<file path="src/rtl/mips_decode_exec_pkg.sv">
// Shared constants for the decode/execute slice: opcodes, R-type funct codes
// and the ALU operation codes produced by the controller.
package mips_decode_exec_pkg;

  localparam logic [5:0] OP_RTYPE = 6'b000000;
  localparam logic [5:0] OP_LW    = 6'b100011;
  localparam logic [5:0] OP_SW    = 6'b101011;
  localparam logic [5:0] OP_BEQ   = 6'b000100;
  localparam logic [5:0] OP_ADDI  = 6'b001000;
  localparam logic [5:0] OP_J     = 6'b000010;

  localparam logic [5:0] FN_ADD = 6'b100000;
  localparam logic [5:0] FN_SUB = 6'b100010;
  localparam logic [5:0] FN_AND = 6'b100100;
  localparam logic [5:0] FN_OR  = 6'b100101;
  localparam logic [5:0] FN_SLT = 6'b101010;

  localparam logic [2:0] ALU_ADD = 3'b010;
  localparam logic [2:0] ALU_SUB = 3'b110;
  localparam logic [2:0] ALU_AND = 3'b000;
  localparam logic [2:0] ALU_OR  = 3'b001;
  localparam logic [2:0] ALU_SLT = 3'b111;

  function automatic logic [2:0] funct_to_alu(input logic [5:0] funct);
    case (funct)
      FN_ADD:  return ALU_ADD;
      FN_SUB:  return ALU_SUB;
      FN_AND:  return ALU_AND;
      FN_OR:   return ALU_OR;
      FN_SLT:  return ALU_SLT;
      default: return ALU_ADD;
    endcase
  endfunction

endpackage

</file>
<file path="src/rtl/mips_decode_exec_if.sv">
// Bundle of decode, register-file and ALU signals between the slice and its user.
// slave is the design side, master the driving side.
interface mips_decode_exec_if #(parameter int DATA_WIDTH = 32);
  logic [5:0]            op;
  logic [5:0]            funct;
  logic                  branch, jump, regdst, alusrc;
  logic                  memwrite, memread, memtoreg, regwrite, flush;
  logic [2:0]            alucont;
  logic                  we;
  logic [4:0]            ra1, ra2, wa;
  logic [DATA_WIDTH-1:0] wd;
  logic [DATA_WIDTH-1:0] rd1, rd2;
  logic [DATA_WIDTH-1:0] a, b;
  logic [2:0]            aluctl;
  logic [DATA_WIDTH-1:0] result;

  modport slave (
    input  op, funct, we, ra1, ra2, wa, wd, a, b, aluctl,
    output branch, jump, regdst, alusrc, memwrite, memread, memtoreg,
           regwrite, flush, alucont, rd1, rd2, result
  );

  modport master (
    output op, funct, we, ra1, ra2, wa, wd, a, b, aluctl,
    input  branch, jump, regdst, alusrc, memwrite, memread, memtoreg,
           regwrite, flush, alucont, rd1, rd2, result
  );
endinterface

</file>
<file path="src/rtl/mips_decode_exec_alu.sv">
// Combinational ALU: and/or/add/sub/slt plus inverted-operand variants.
// Overflow is discarded; no flags.
module mips_decode_exec_alu #(parameter int DATA_WIDTH = 32) (
  input  logic [DATA_WIDTH-1:0] a,
  input  logic [DATA_WIDTH-1:0] b,
  input  logic [2:0]            aluctl,
  output logic [DATA_WIDTH-1:0] result
);

  logic [DATA_WIDTH-1:0] bb;
  logic [DATA_WIDTH-1:0] sum;
  logic                  slt;

  assign bb  = aluctl[2] ? ~b : b;
  assign sum = a + bb + {{(DATA_WIDTH-1){1'b0}}, aluctl[2]};
  // Compare uses the raw b so both 011 and 111 give a true signed less-than.
  assign slt = $signed(a) < $signed(b);

  always_comb begin
    result = '0;
    case (aluctl[1:0])
      2'b00: result = a & bb;
      2'b01: result = a | bb;
      2'b10: result = sum;
      2'b11: result = {{(DATA_WIDTH-1){1'b0}}, slt};
      default: result = '0;
    endcase
  end

endmodule

</file>
<file path="src/rtl/mips_decode_exec_controller.sv">
// Main decoder: opcode/funct to datapath control, purely combinational.
// A jump flushes the fetched instruction; branches keep their delay slot.
module mips_decode_exec_controller
  import mips_decode_exec_pkg::*;
(
  input  logic [5:0] op,
  input  logic [5:0] funct,
  output logic       branch,
  output logic       jump,
  output logic       regdst,
  output logic       alusrc,
  output logic       memwrite,
  output logic       memread,
  output logic       memtoreg,
  output logic       regwrite,
  output logic       flush,
  output logic [2:0] alucont
);

  always_comb begin
    branch   = 1'b0;
    jump     = 1'b0;
    regdst   = 1'b0;
    alusrc   = 1'b0;
    memwrite = 1'b0;
    memread  = 1'b0;
    memtoreg = 1'b0;
    regwrite = 1'b0;
    alucont  = ALU_ADD;
    case (op)
      OP_RTYPE: begin
        regdst   = 1'b1;
        regwrite = 1'b1;
        alucont  = funct_to_alu(funct);
      end
      OP_LW: begin
        alusrc   = 1'b1;
        memread  = 1'b1;
        memtoreg = 1'b1;
        regwrite = 1'b1;
      end
      OP_SW: begin
        alusrc   = 1'b1;
        memwrite = 1'b1;
      end
      OP_BEQ: begin
        branch  = 1'b1;
        alucont = ALU_SUB;
      end
      OP_ADDI: begin
        alusrc   = 1'b1;
        regwrite = 1'b1;
      end
      OP_J: jump = 1'b1;
      default: ;
    endcase
  end

  assign flush = jump;

endmodule

</file>
<file path="src/rtl/mips_decode_exec_regfile.sv">
// 32-entry register file, two combinational read ports, one write port.
// Writes land on the rising edge; a same-cycle read of the written register sees wd.
module mips_decode_exec_regfile #(parameter int DATA_WIDTH = 32) (
  input  logic                  clk,
  input  logic                  reset,
  input  logic                  we,
  input  logic [4:0]            ra1,
  input  logic [4:0]            ra2,
  input  logic [4:0]            wa,
  input  logic [DATA_WIDTH-1:0] wd,
  output logic [DATA_WIDTH-1:0] rd1,
  output logic [DATA_WIDTH-1:0] rd2
);

  logic [DATA_WIDTH-1:0] regs [32];
  logic                  wr_act;

  assign wr_act = we && (wa != 5'd0);

  always_ff @(posedge clk) begin
    if (reset) begin
      for (int i = 0; i < 32; i++) regs[i] <= '0;
    end else if (wr_act) begin
      regs[wa] <= wd;
    end
  end

  // Register 0 is hardwired; the bypass never applies to it because wr_act excludes wa==0.
  always_comb begin
    rd1 = '0;
    rd2 = '0;
    if (ra1 != 5'd0) rd1 = (wr_act && ra1 == wa) ? wd : regs[ra1];
    if (ra2 != 5'd0) rd2 = (wr_act && ra2 == wa) ? wd : regs[ra2];
  end

endmodule

</file>
<file path="src/rtl/mips_decode_exec.sv">
// Decode/execute slice: controller, register file and ALU wired to one bus.
// Only the register file holds state; everything else is combinational.
module mips_decode_exec
  import mips_decode_exec_pkg::*;
#(parameter int DATA_WIDTH = 32) (
  input logic              clk,
  input logic              reset,
  mips_decode_exec_if.slave bus
);

  mips_decode_exec_controller u_controller (
    .op       (bus.op),
    .funct    (bus.funct),
    .branch   (bus.branch),
    .jump     (bus.jump),
    .regdst   (bus.regdst),
    .alusrc   (bus.alusrc),
    .memwrite (bus.memwrite),
    .memread  (bus.memread),
    .memtoreg (bus.memtoreg),
    .regwrite (bus.regwrite),
    .flush    (bus.flush),
    .alucont  (bus.alucont)
  );

  mips_decode_exec_regfile #(.DATA_WIDTH(DATA_WIDTH)) u_regfile (
    .clk   (clk),
    .reset (reset),
    .we    (bus.we),
    .ra1   (bus.ra1),
    .ra2   (bus.ra2),
    .wa    (bus.wa),
    .wd    (bus.wd),
    .rd1   (bus.rd1),
    .rd2   (bus.rd2)
  );

  mips_decode_exec_alu #(.DATA_WIDTH(DATA_WIDTH)) u_alu (
    .a      (bus.a),
    .b      (bus.b),
    .aluctl (bus.aluctl),
    .result (bus.result)
  );

endmodule

</file>
<file path="src/flat_wrapper.sv">
// flat-port wrapper written by rule: the top's interface ports become plain ports
module mips_decode_exec_flat import mips_decode_exec_pkg::*;
#(parameter int DATA_WIDTH = 32)
  (clk, reset, bus_op, bus_funct, bus_we, bus_ra1, bus_ra2, bus_wa, bus_wd, bus_a, bus_b, bus_aluctl, bus_branch, bus_jump, bus_regdst, bus_alusrc, bus_memwrite, bus_memread, bus_memtoreg, bus_regwrite, bus_flush, bus_alucont, bus_rd1, bus_rd2, bus_result);
  mips_decode_exec_if #(.DATA_WIDTH(DATA_WIDTH)) bus_i ();
  input logic clk;
  input logic reset;
  input wire logic [$bits(bus_i.op)-1:0] bus_op;
  input wire logic [$bits(bus_i.funct)-1:0] bus_funct;
  input wire logic [$bits(bus_i.we)-1:0] bus_we;
  input wire logic [$bits(bus_i.ra1)-1:0] bus_ra1;
  input wire logic [$bits(bus_i.ra2)-1:0] bus_ra2;
  input wire logic [$bits(bus_i.wa)-1:0] bus_wa;
  input wire logic [$bits(bus_i.wd)-1:0] bus_wd;
  input wire logic [$bits(bus_i.a)-1:0] bus_a;
  input wire logic [$bits(bus_i.b)-1:0] bus_b;
  input wire logic [$bits(bus_i.aluctl)-1:0] bus_aluctl;
  output wire logic [$bits(bus_i.branch)-1:0] bus_branch;
  output wire logic [$bits(bus_i.jump)-1:0] bus_jump;
  output wire logic [$bits(bus_i.regdst)-1:0] bus_regdst;
  output wire logic [$bits(bus_i.alusrc)-1:0] bus_alusrc;
  output wire logic [$bits(bus_i.memwrite)-1:0] bus_memwrite;
  output wire logic [$bits(bus_i.memread)-1:0] bus_memread;
  output wire logic [$bits(bus_i.memtoreg)-1:0] bus_memtoreg;
  output wire logic [$bits(bus_i.regwrite)-1:0] bus_regwrite;
  output wire logic [$bits(bus_i.flush)-1:0] bus_flush;
  output wire logic [$bits(bus_i.alucont)-1:0] bus_alucont;
  output wire logic [$bits(bus_i.rd1)-1:0] bus_rd1;
  output wire logic [$bits(bus_i.rd2)-1:0] bus_rd2;
  output wire logic [$bits(bus_i.result)-1:0] bus_result;
  assign bus_i.op = bus_op;
  assign bus_i.funct = bus_funct;
  assign bus_i.we = bus_we;
  assign bus_i.ra1 = bus_ra1;
  assign bus_i.ra2 = bus_ra2;
  assign bus_i.wa = bus_wa;
  assign bus_i.wd = bus_wd;
  assign bus_i.a = bus_a;
  assign bus_i.b = bus_b;
  assign bus_i.aluctl = bus_aluctl;
  assign bus_branch = bus_i.branch;
  assign bus_jump = bus_i.jump;
  assign bus_regdst = bus_i.regdst;
  assign bus_alusrc = bus_i.alusrc;
  assign bus_memwrite = bus_i.memwrite;
  assign bus_memread = bus_i.memread;
  assign bus_memtoreg = bus_i.memtoreg;
  assign bus_regwrite = bus_i.regwrite;
  assign bus_flush = bus_i.flush;
  assign bus_alucont = bus_i.alucont;
  assign bus_rd1 = bus_i.rd1;
  assign bus_rd2 = bus_i.rd2;
  assign bus_result = bus_i.result;
  mips_decode_exec #(.DATA_WIDTH(DATA_WIDTH)) u_core (.clk(clk), .reset(reset), .bus(bus_i));
endmodule
</file>
<file path="config.mk">
export PLATFORM = sky130hd
export DESIGN_NAME = mips_decode_exec_flat
export DESIGN_NICKNAME = d
export VERILOG_FILES = /design/src/rtl/mips_decode_exec_pkg.sv /design/src/rtl/mips_decode_exec_if.sv /design/src/rtl/mips_decode_exec_alu.sv /design/src/rtl/mips_decode_exec_controller.sv /design/src/rtl/mips_decode_exec_regfile.sv /design/src/rtl/mips_decode_exec.sv /design/src/flat_wrapper.sv
export SDC_FILE = /design/constraint.sdc
export NUM_CORES = 2
export LEC_CHECK = 0
export CORE_MARGIN = 2
export CORE_UTILIZATION = 55
export DETAILED_ROUTE_END_ITERATION = 10
export HOLD_SLACK_MARGIN = 0.12
export MAX_ROUTING_LAYER = met4
export PLACE_DENSITY = 0.81
export RECOVER_POWER = 25
export SETUP_SLACK_MARGIN = 0.5
export SKIP_LAST_GASP = 1
export SYNTH_ARGS = -nofsm -noshare
export SYNTH_HDL_FRONTEND = slang
export SYNTH_SLANG_ARGS = --single-unit
export TNS_END_PERCENT = 100
</file>
<file path="constraint.sdc">
create_clock -name clk -period 22 [get_ports clk]
set_input_delay 6.6 -clock clk [delete_from_list [all_inputs] [get_ports clk]]
set_output_delay 6.6 -clock clk [all_outputs]
set_load 0.02 [all_outputs]
</file>
==> impl_metrics.py <==
metrics = {
    "worst_setup_path": {
        "path_max_fanout": 76,
        "crit_path_frequent_cell": "a211oi_1",
        "critPathLaunchType": "input port",
        "critPathArrivalTime_ns": 10.86,
        "worst_setup_path_end_kind": "output port",
        "crit_path_top_delay_cell": "buf_4",
        "setup.worst_path.class": "in2out",
        "worstPathRequired_ns": 15.40,
        "cpPeakStageDelay_ns": 0.81,
        "path_cells": "buf_8 > buf_4 > mux4_2 > nor2b_1 > a211oi_1 > a211oi_1 > a21oi_1 > a211oi_1 > clkdlybuf4s50_1",
    },
    "synth": {
        "synth_cell_types": 65,
        "synth-compound-area-share_pct": 3.81,
        "synth-simple-area-share_pct": 13.2,
        "synth_xor_area_share_pct": 1.00,
        "synthTopCellsByArea": "edfxtp_1 52%, mux4_2 23%, and2_1 10%",
        "synthAdderAreaFrac_pct": 2.02,
        "synth_ff_type": "edfxtp_1",
        "yosys.area.top_type": "edfxtp_1",
        "syn_inst": 4058,
        "async_flop_share_pct": 0,
        "avgSynthCellArea_um2": 14.6,
        "synthMuxAreaShare_pct": 24.5,
        "netlist_area_um2": 59300,
        "synth_top_family_by_area": "multiplexers",
        "synth_seq_cells": 1024,
        "yosysTopAreaCellShare_pct": 51.9,
        "synth-edff-count": 1024,
        "seq_area_frac_synth_pct": 51.9,
        "ys_warn_count": 0,
    },
    "finish": {
        "largest_register_ffs": 1024,
        "post_route_cells_drive_above_1_share_pct": 21.7,
        "final_nets": 4347,
        "max_flop_register": "u_core.u_regfile.regs",
        "synthToLayoutAreaGrowth_pct": 11.7,
        "fillers": 7561,
        "reg.largest.list": "u_core.u_regfile.regs (1024)",
        "utilization_pct": 61.8,
    },
    "floorplanning": {
        "start_util_pct": 55.4,
        "die_y_um": 332,
        "die_area_um2": 110000,
        "ios": 237,
        "die_w_um": 332,
        "core_area_um2": 107000,
        "num_rows": 120,
    },
    "power_and_ir_drop": {
        "ir_drop_mv": 0.0692,
        "powerDensity_nw_per_um2": 74.4,
        "leakagePower_nw": 22.9,
    },
    "sta": {
        "min_period_ns": 17.46,
        "tightest_slew_ns": 3.49,
        "final-max-slew-violation-count": 682,
        "fin_crit_sh_pct": 79.4,
        "finalHoldViolCount": 0,
        "relSlewSlack_pct": -133,
        "setup-tns-final_ns": 0,
        "max_freq_ghz": 0.0573,
        "rsz0062_at_grt": "false",
        "setup_viol": 0,
    },
    "placement": {
        "routabilityCongestion": 0.889,
        "hpwlAfterDp_um": 105000,
        "portBuffers": 236,
    },
    "clocking": {
        "post_cts_buffers": 0,
        "clock-root-buffer": "clkbuf_16",
        "cts_hold_buf": 0,
        "cts_tree": "built",
        "path_clk_slew_ns": 0.06,
        "htreeDepth": 3,
        "cts_sinks": 1024,
        "clockBufferDepth": 3,
        "numCtsBuffers": 102,
        "cts.repair.resized": 0,
    },
    "drt": {
        "routedWlPerCell_um": 33.6,
        "drtPass1Iterations": 6,
        "num_vias": 40105,
        "routed_wl_um": 189000,
        "drt-initial-drc-count": 6928,
        "ant_nets": 0,
        "vias_per_cell": 7.12,
        "drc": 0,
    },
    "global_route": {
        "grt_pass1_vias": 39445,
        "grt_max_degree": 113,
        "overflow": 0,
        "grtUsageTotal_pct": 35.2,
        "grt_pass1_wl_um": 270000,
        "grt_antenna_before_repair": 17,
    },
    "flow_run": {
        "maxCapViolCount": 21,
    },
    "min_path": {
        "worstHoldPathType": "in2reg",
    },
    "status": {
        "violations": "capacitance limit, slew limit",
        "status": "finished, violations left",
    },
}
## cell families (layout without fill, tap and decap cells)
kind of cell    count (synthesis)  count (layout)
flops                        1024            1024
xor+xnor                       68              68
buf+inv                       516             633
mux                           704             704
fa+ha+maj                      95              95
simple gates                 1320            1320
compound gates                330             330
other cells                     1              58
## worst paths after layout
check,end,cells past startpoint,start,slack (ns)
min,u_core.u_regfile.regs[14][7]$_SDFFCE_PN0P_,2,bus_wd[7],6.74
max,bus_rd2[4],9,bus_ra2[1],4.54
## metrics by stage
step / instances / hold WS, ns / worst slack, ns / cell area [um^2] / power [mW]
5_1_grt: 5618 / 6.78 / 4.34 / 66200 / 5.03
3_5_place_dp: 5422 / 7.16 / 4.59 / 62900 / 3.14
2_1_floorplan: 4089 / 6.80 / 5.70 / 59400 / 2.84
6_report: 5635 / 6.74 / 4.54 / 66200 / 4.92
3_3_place_gp: 5422 / 7.15 / 4.66 / 62900 / 3.12
4_1_cts: 5609 / 6.44 / 4.57 / 66200 / 4.90
## power by group
part           switching, mW  total (mW)  internal, mW
Sequential            0.0580        2.31          2.26
Combinational          0.447       0.811         0.364
Clock                  0.766        1.80          1.03
Total                   1.27        4.92          3.65
## routing by layer
metal / up-vias / share of wire (%) / GRT usage (%)
met3: 773 / 16 / 11.8
met4: 0 / 5.1 / 16.1
met5: - / 0 / -
met2: 3853 / 46 / 52.9
li1: 15584 / - / -
met1: 19895 / 33 / 43.5
## synthesized netlist by cell type, types with 9 or more instances
| cell | number |
|---|---|
| o21ai_0 | 23 |
| inv_1 | 106 |
| xnor2_1 | 23 |
| or2_2 | 32 |
| and2_1 | 992 |
| buf_2 | 87 |
| buf_4 | 23 |
| clkbuf_1 | 272 |
| nor2b_1 | 44 |
| nor2_1 | 146 |
| o22ai_1 | 17 |
| a211oi_1 | 130 |
| mux2i_1 | 105 |
| buf_1 | 26 |
| a21o_1 | 27 |
| nor3_1 | 9 |
| nand2_1 | 40 |
| nand4_1 | 12 |
| a21oi_1 | 83 |
| ha_1 | 94 |
| nand3_1 | 10 |
| mux4_2 | 598 |
| xor2_1 | 45 |
| edfxtp_1 | 1024 |
## layout make-up
| type | count | area, um^2 | area share (%) |
|---|---|---|---|
| antenna | 26 | 65.1 | 0.0983 |
| tap | 1403 | 1760 | 2.65 |
| clock buffer | 125 | 2660 | 4.02 |
| timing repair buffer | 339 | 3110 | 4.69 |
| sequential | 1024 | 30700 | 46.4 |
| multi-input combinational | 2549 | 26800 | 40.4 |
| inverter | 107 | 402 | 0.607 |
| clock inverter | 62 | 711 | 1.07 |
## critical path: cells and delay by family
family                 cells  cell delay, ns
AO/OA/AOI/OAI              4            1.47
multiplexers               1            0.34
AND/OR/NAND/NOR            1            0.14
buffers and inverters      3            2.14
## layout by cell type, fill, tap and decap left out, types with 83 or more instances in the layout
master,instances
edfxtp_1,1024
and2_1,719
mux4_2,598
and2_0,273
clkdlybuf4s50_1,224
a211oi_1,130
nor2_1,113
inv_1,106
mux2i_1,105
clkbuf_16,103
ha_1,94
a21oi_1,83
(Power assumes the default switching activity.)
